$ cat config.mk
export PLATFORM = sky130hd
export DESIGN_NAME = seq_restoring_divider_flat
export DESIGN_NICKNAME = d
export VERILOG_FILES = /design/src/rtl/seq_restoring_divider_if.sv /design/src/rtl/seq_restoring_divider.sv /design/src/flat_wrapper.sv
export SDC_FILE = /design/constraint.sdc
export NUM_CORES = 1
export LEC_CHECK = 0
export ABC_AREA = 1
export CELL_PAD_IN_SITES_DETAIL_PLACEMENT = 1
export CELL_PAD_IN_SITES_GLOBAL_PLACEMENT = 1
export CORE_MARGIN = 4
export CORE_UTILIZATION = 40
export DETAILED_ROUTE_END_ITERATION = 6
export DONT_BUFFER_PORTS = 1
export GPL_TIMING_DRIVEN = 0
export PLACE_DENSITY = 0.71
export SLEW_MARGIN = 20
export SYNTH_ARGS = -nofsm -noshare
export SYNTH_HDL_FRONTEND = slang
export SYNTH_SLANG_ARGS = --single-unit
$ cat constraint.sdc
create_clock -name clk -period 1.5 [get_ports clk]
set_input_delay 0.45 -clock clk [delete_from_list [all_inputs] [get_ports clk]]
set_output_delay 0.45 -clock clk [all_outputs]
set_load 0.02 [all_outputs]
$ cat src/rtl/seq_restoring_divider_if.sv
// Handshake and operand/result bundle for seq_restoring_divider.
// The controller uses the master modport and the divider uses the slave modport.
interface seq_restoring_divider_if #(
  parameter int unsigned WIDTH = 4
);

  logic             start;
  logic [WIDTH-1:0] dividend;
  logic [WIDTH-1:0] divisor;
  logic             busy;
  logic             done;
  logic [WIDTH-1:0] quotient;
  logic [WIDTH-1:0] remainder;
  logic             dz;

  modport master (
    output start, dividend, divisor,
    input  busy, done, quotient, remainder, dz
  );

  modport slave (
    input  start, dividend, divisor,
    output busy, done, quotient, remainder, dz
  );

endinterface

$ cat src/rtl/seq_restoring_divider.sv
// Sequential unsigned restoring divider that produces one quotient bit per clock.
// A division starts when start is seen in IDLE. The block then runs WIDTH
// iterations and pulses done for one cycle, with the results already registered.
// The quotient and remainder outputs change only when an operation completes.
// Optional macro DIV_ZERO_CHECK_EN: a zero divisor skips the iterations, the
// result is returned on the next edge and the dz flag is raised.
module seq_restoring_divider #(
  parameter int unsigned WIDTH = 4
) (
  input  logic                    clk,
  input  logic                    rst_n,
  seq_restoring_divider_if.slave  bus
);

  localparam int unsigned CNT_W = $clog2(WIDTH + 1);

  typedef enum logic [1:0] {
    IDLE = 2'd0,
    RUN  = 2'd1,
    ZERO = 2'd2
  } state_t;

  state_t           state, state_n;
  logic [WIDTH:0]   a, a_n;
  logic [WIDTH-1:0] q, q_n;
  logic [WIDTH-1:0] m, m_n;
  logic [CNT_W-1:0] cnt, cnt_n;
  logic             busy_q, busy_n;
  logic             done_q, done_n;
  logic [WIDTH-1:0] quo_q, quo_n;
  logic [WIDTH-1:0] rem_q, rem_n;

  logic [WIDTH:0]   a_sh;
  logic [WIDTH:0]   t;
  logic [WIDTH:0]   a_it;
  logic [WIDTH-1:0] q_it;

`ifdef DIV_ZERO_CHECK_EN
  logic             dz_q, dz_n;
`endif

  // One restoring step: shift {A,Q} left by one, trial-subtract M, then restore A on borrow
  always_comb begin
    a_sh = (a << 1) | (WIDTH + 1)'(q[WIDTH-1]);
    t    = a_sh - {1'b0, m};
    a_it = t[WIDTH] ? a_sh : t;
    q_it = {q[WIDTH-2:0], ~t[WIDTH]};
  end

  // Next-state logic and datapath/output updates
  always_comb begin
    state_n = state;
    a_n     = a;
    q_n     = q;
    m_n     = m;
    cnt_n   = cnt;
    busy_n  = busy_q;
    done_n  = 1'b0;
    quo_n   = quo_q;
    rem_n   = rem_q;
`ifdef DIV_ZERO_CHECK_EN
    dz_n    = dz_q;
`endif
    case (state)
      IDLE: begin
        if (bus.start) begin
          m_n    = bus.divisor;
          q_n    = bus.dividend;
          a_n    = '0;
          cnt_n  = CNT_W'(WIDTH);
          busy_n = 1'b1;
`ifdef DIV_ZERO_CHECK_EN
          state_n = (bus.divisor == '0) ? ZERO : RUN;
`else
          state_n = RUN;
`endif
        end
      end
      RUN: begin
        a_n   = a_it;
        q_n   = q_it;
        cnt_n = cnt - CNT_W'(1);
        if (cnt == CNT_W'(1)) begin
          state_n = IDLE;
          busy_n  = 1'b0;
          done_n  = 1'b1;
          quo_n   = q_it;
          rem_n   = a_it[WIDTH-1:0];
`ifdef DIV_ZERO_CHECK_EN
          dz_n    = 1'b0;
`endif
        end
      end
`ifdef DIV_ZERO_CHECK_EN
      ZERO: begin
        // Q still holds the dividend that was latched at load
        state_n = IDLE;
        busy_n  = 1'b0;
        done_n  = 1'b1;
        quo_n   = '1;
        rem_n   = q;
        dz_n    = 1'b1;
      end
`endif
      default: begin
        state_n = IDLE;
        busy_n  = 1'b0;
      end
    endcase
  end

  // State register
  always_ff @(posedge clk) begin
    if (!rst_n) begin
      state <= IDLE;
    end else begin
      state <= state_n;
    end
  end

  // Datapath and output registers
  always_ff @(posedge clk) begin
    if (!rst_n) begin
      a      <= '0;
      q      <= '0;
      m      <= '0;
      cnt    <= '0;
      busy_q <= 1'b0;
      done_q <= 1'b0;
      quo_q  <= '0;
      rem_q  <= '0;
    end else begin
      a      <= a_n;
      q      <= q_n;
      m      <= m_n;
      cnt    <= cnt_n;
      busy_q <= busy_n;
      done_q <= done_n;
      quo_q  <= quo_n;
      rem_q  <= rem_n;
    end
  end

`ifdef DIV_ZERO_CHECK_EN
  // Divide-by-zero flag holds until the next completion
  always_ff @(posedge clk) begin
    if (!rst_n) begin
      dz_q <= 1'b0;
    end else begin
      dz_q <= dz_n;
    end
  end

  assign bus.dz = dz_q;
`else
  assign bus.dz = 1'b0;
`endif

  assign bus.busy      = busy_q;
  assign bus.done      = done_q;
  assign bus.quotient  = quo_q;
  assign bus.remainder = rem_q;

endmodule

$ cat src/flat_wrapper.sv
// flat-port wrapper written by rule: the top's interface ports become plain ports
module seq_restoring_divider_flat 
#(
  parameter int unsigned WIDTH = 4
)
  (clk, rst_n, bus_start, bus_dividend, bus_divisor, bus_busy, bus_done, bus_quotient, bus_remainder, bus_dz);
  seq_restoring_divider_if #(.WIDTH(WIDTH)) bus_i ();
  input  logic clk;
  input  logic rst_n;
  input wire logic [$bits(bus_i.start)-1:0] bus_start;
  input wire logic [$bits(bus_i.dividend)-1:0] bus_dividend;
  input wire logic [$bits(bus_i.divisor)-1:0] bus_divisor;
  output wire logic [$bits(bus_i.busy)-1:0] bus_busy;
  output wire logic [$bits(bus_i.done)-1:0] bus_done;
  output wire logic [$bits(bus_i.quotient)-1:0] bus_quotient;
  output wire logic [$bits(bus_i.remainder)-1:0] bus_remainder;
  output wire logic [$bits(bus_i.dz)-1:0] bus_dz;
  assign bus_i.start = bus_start;
  assign bus_i.dividend = bus_dividend;
  assign bus_i.divisor = bus_divisor;
  assign bus_busy = bus_i.busy;
  assign bus_done = bus_i.done;
  assign bus_quotient = bus_i.quotient;
  assign bus_remainder = bus_i.remainder;
  assign bus_dz = bus_i.dz;
  seq_restoring_divider #(.WIDTH(WIDTH)) u_core (.clk(clk), .rst_n(rst_n), .bus(bus_i));
endmodule
# Word level (Yosys, flattened, before mapping)
# Cells that the tools add are included.
# op_classes
n_addsub,2
mux,14
eq_ne,4
bitwise_logic,2
reduce_logical,7
# op_table
operator,n
4-bit one-hot mux with 2 select lines,2
4-bit two-way mux,3
2-bit AND reduction,5
3-bit one-hot mux with 2 select lines,1
5-bit by 1-bit OR with 5-bit output,1
5-bit by 4-bit subtractor with 5-bit output,1
2-bit two-way mux,2
2-bit one-hot mux with 2 select lines,1
3-bit by 1-bit == test with 1-bit output (second input constant),1
1-bit two-way mux,3
3-bit two-way mux,1
3-bit by 1-bit subtractor with 3-bit output (second input constant),1
2-bit by 1-bit == test with 1-bit output (second input constant),1
2-bit zero test,1
2-bit by 1-bit != test with 1-bit output (second input constant),1
2-bit != test (second input constant),1
1-bit one-hot mux with 2 select lines,1
2-bit nonzero test,1
1-bit inverter,1
# word_totals
wordCells,38
inputBits,11
reg_bits,27
output_inout_bits,11

# Depth between registers and ports, before layout
# logic_depth
ltp_word,4
depth_mapped,12
mapped_depth_nobuf,12

# Worst setup path after synthesis
# OpenSTA, ideal clock, no wires.
# synth_timing
kind,reg-to-reg
start,reg u_core.q[3]
end,reg u_core.a[3]
synth_period_minus_slack_ns,1.614
required_time_ns,1.433
path_buffers,0
setup_ns,0.067
slack_ns,-0.114
t_arrival_ns,1.548
path_stages_with_launch,12
cell_sequence,dfxtp_1 -> inv_1 -> ha_1 -> inv_1 -> fa_1 -> nand3_1 -> nand3_2 -> nand2_4 -> nand2_2 -> nand2_2 -> nand2_2 -> a21oi_2
# synth_via
elab_chain_len,4
# synth_rtl
element,line,rtl
"start, declared",seq_restoring_divider.sv:25,"logic [WIDTH-1:0] q, q_n;"
"start signal, assigned",seq_restoring_divider.sv:134,q <= q_n;
5-bit by 1-bit OR with 5-bit output,seq_restoring_divider.sv:44,a_sh = (a << 1) | (WIDTH + 1)'(q[WIDTH-1]);
5-bit by 4-bit subtractor with 5-bit output,seq_restoring_divider.sv:45,"t = a_sh - {1'b0, m};"
4-bit two-way mux,seq_restoring_divider.sv:46,a_it = t[WIDTH] ? a_sh : t;
4-bit one-hot mux with 2 select lines,seq_restoring_divider.sv:64,case (state)
"end signal, assigned",seq_restoring_divider.sv:133,a <= a_n;
"end, declared",seq_restoring_divider.sv:24,"logic [WIDTH:0] a, a_n;"
# Every way passes these cells.
# A chain may end at the register's enable or synchronous reset.

# Final worst setup path
# layout_timing
start,reg u_core.q[3]
end,reg u_core.a[1]
# Same word-level chain as after synthesis.

==> Implementation_results.wiki <==
{| class="wikitable"
! Metric !! Value
|-
| Setup violations, final || 10
|-
| Floorplan die width || between 60 and 70 um
|-
| Synth warnings || 0
|-
| Instance count after placement with tap cells included || 188
|-
| Maximum number of pins on one net before global-route repair || 15
|-
| Drt wl/cell || 14.5 um
|-
| Critical Path RT || 1770 ps
|-
| Remaining number of nets flagged by the antenna check after routing || 0
|-
| Launch instance of the worst register-to-register path || u_core.q[3]
|-
| Number of filler instances in the final layout || between 300 and 400
|-
| Power density normalized to cell area || 1140 nW/um^2
|-
| Maximum fanout count along the critical path || 6
|-
| First-pass GRT wire length || 5100 um
|-
| TritonCTS clock tree || yes
|-
| Netlist Area Pre-Place || 1240 sq um
|-
| Critical path startpoint category || flop
|-
| Post-Route Setup TNS || -790 ps
|-
| Sequential fraction of the synthesis area || between 40 and 50%
|-
| Element type at the critical path end || flop
|-
| Final instance count without filler cells || 197
|-
| Clock-pin slew on the worst setup and hold paths || 130 ps
|-
| Setup repair after global routing missed its margin || true
|-
| Net count of the mapped netlist || ~180
|-
| Average size of a mapped cell || 7.88 sq um
|-
| Worst voltage drop across the vdd grid || around 500 uV
|-
| Area of the core region || between 2000 and 3000 sq um
|-
| Violations in the final reports || negative setup slack
|-
| Number of synthesized register bits || 25
|-
| Initial core utilization || ~43%
|-
| Final Worst Setup Slack || -116 ps
|-
| Standard-cell rows || 19
|-
| Reg-to-reg critical path endpoint || u_core.a[1]
|-
| Synthesis-to-layout area growth || 14.5%
|-
| Count of different cell masters after synthesis || 27
|-
| Hold Path Stages || 2
|-
| Post-synthesis cell count || approximately 160
|-
| Depth of the most critical reg-to-reg path || 11
|-
| Total wirelength of the detailed-routed design || between 2000 and 3000 um
|-
| Final hold violation count || 0
|-
| Period minus WS final || around 1600 ps
|-
| Ratio of cells with drive above 1 in the final layout || 28.9%
|-
| Total of max-cap violations || 0
|-
| Routability Congestion || 0.738
|-
| 1st-pass router iterations || 4
|-
| Post-layout nets || 185
|-
| IO Pins || 22
|-
| Routed via count divided by cell count || 5.26
|-
| Remaining DRCs || 0
|-
| Final worst-path cycle share || 108%
|-
| Vertical die dimension || 63.6 um
|-
| Num CTS Buffers || 3
|-
| Number of levels in the clock H-tree || 1
|-
| Number of vias after detailed routing || 1,037
|-
| Class of the most critical hold timing path || input pin to flop
|-
| DRC marker count from the first detailed-route iteration || 23
|-
| Detailed-placement wirelength estimate || 2200 um
|-
| Setup Skew || 3.43 ps
|-
| Upper clock frequency limit || about 620 MHz
|-
| Leak Pwr || ~0.6 nW
|-
| CTS root buffer || clkbuf_4
|-
| Diodes inserted || 0
|-
| Worst hold start || bus_divisor[0]
|-
| Endpoint of the worst hold-timing path || u_core.m[0]
|-
| Worst EP arrival || 1880 ps
|-
| Die Footprint || 4050 sq um
|-
| Result of the run || finished with violations
|-
| Tot GR Track Use || 15.9%
|-
| Count of port buffers added during placement || 0
|-
| Number of global-route vias before repair || 1,156
|-
| Clock Sinks || 25
|-
| WS Path Type || flop to flop
|-
| Slack of the worst reg-to-reg path || -120 ps
|-
| Sum of internal, switching and leakage power || 0.00161 W
|-
| Clk Latency, worst-skew pair || 320 ps
|-
| Global-route congestion overflow total || 0
|-
| Final Slew Violations || 0
|-
| Number of antenna violations at the first check in global routing || 0
|-
| Clock Path Buffers || 2
|}
-- what timing repair did --
item / 4_1_cts / 5_1_grt
gates resized for setup: 9 / 5
hold buffers: 0 / 0
endpoints found under the setup margin: 10 / 13
setup buffers: 5 / 0
pin swaps: 5 / 0
-- logic make-up (layout without fill, tap and decap cells) --
logic type      count (synthesis)  after routing  synth area share [%]
simple gates                   71             71                  30.1
fa+ha+maj                       7              7                  7.68
other cells                     1              1                 0.303
compound gates                 25             25                  11.5
xor+xnor                        1              1                 0.708
flops                          25             25                  40.4
buf+inv                        27             36                  9.20
-- synth_stat cells, drive strengths merged --
| library cell | instances | area, sq um |
|---|---|---|
| a21oi | 11 | 58.8 |
| a31oi | 2 | 12.5 |
| buf | 3 | 23.8 |
| clkbuf | 1 | 3.75 |
| conb | 1 | 3.75 |
| dfxtp | 25 | 500 |
| fa | 1 | 20.0 |
| ha | 6 | 75.1 |
| inv | 23 | 86.3 |
| nand2 | 37 | 164 |
| nand3 | 23 | 145 |
| nand3b | 2 | 15.0 |
| nor2 | 7 | 36.3 |
| o21ai | 9 | 45.0 |
| o221ai | 3 | 26.3 |
| or2 | 2 | 12.5 |
| xnor2 | 1 | 8.76 |
-- worst max-delay path, cell delays in order (launching register included) --
cell and delay [ps]:
dfxtp_2 340, inv_2 60, ha_4 130, inv_4 30, fa_2 360, nand2_2 70
nand2_2 60, nand3_4 100, nand2_4 110, nand2_2 100, nand3_2 70, a21oi_2 130
-- metrics by stage --
| stage | hold WS [ps] | util [%] | worst slack, ps | area, sq um |
|---|---|---|---|---|
| CTS | 282 | 49.1 | -123 | 1400 |
| detailed placement | 458 | 45.7 | -176 | 1310 |
| global route | 288 | 49.6 | -208 | 1420 |
| finish | 290 | 49.6 | -116 | 1420 |
| floorplan | 435 | - | -31.1 | 1270 |
| global placement | 455 | 45.7 | -147 | 1310 |
-- cell usage in the layout (no fill, tap or decap), types with 3 or more instances in the layout --
cell type  Yosys  routed
nand2_1       29      27
dfxtp_1       25      22
inv_1         21      19
nand3_1       20      16
o21ai_0        9       9
nand2_2        7       8
a21oi_1       10       7
buf_4          1       6
nor2_1         5       5
a21oi_2        1       4
nand3_2        1       4
inv_2          2       3
nand3_4        2       3
o221ai_1       3       3
ha_1           6       3
clkbuf_4       0       3
dfxtp_2        0       3
-- flip-flops by register name (all words and copies together), names as in the netlist --
register	flops
u_core.m	4
u_core.bus.quotient	4
u_core.state	1
u_core.bus.remainder	4
u_core.bus.done	1
u_core.a	4
u_core.q	4
u_core.cnt	3
-- routing by layer --
metal	up-vias	track usage, %	wire length, um
li1	530	-	-
met3	4	4.97	125
met1	484	17.0	1180
met5	-	0	0
met2	19	30.2	1520
met4	0	3.23	24
-- final cells by class --
class                      count  area [sq um]  share of cell area [%]
sequential                    25           504                    35.6
tap                           31          38.8                    2.74
buffer                         4          27.5                    1.94
clock inverter                 1          5.00                   0.353
clock buffer                   3          22.5                    1.59
multi-input combinational    105           692                    48.9
timing repair buffer           5          37.5                    2.65
inverter                      23          88.8                    6.27
-- worst max path at each step --
stage | from | to | slack [ps]
floorplan | u_core.q[3] | u_core.a[3] | -30
global placement | u_core.q[3] | u_core.a[3] | -150
detailed placement | u_core.q[3] | u_core.a[1] | -180
CTS | u_core.q[3] | u_core.a[3] | -120
global route | u_core.q[3] | u_core.a[3] | -210
finish | u_core.q[3] | u_core.a[1] | -120
-- where the power goes --
group | leakage (nW) | internal (W) | switching [W]
clock | 0.0177 | 0.000100 | 0.000204
combinational | 0.383 | 0.000218 | 0.000337
sequential | 0.205 | 0.000712 | 0.0000430
No activity file was read; power rests on OpenSTA's default activity.
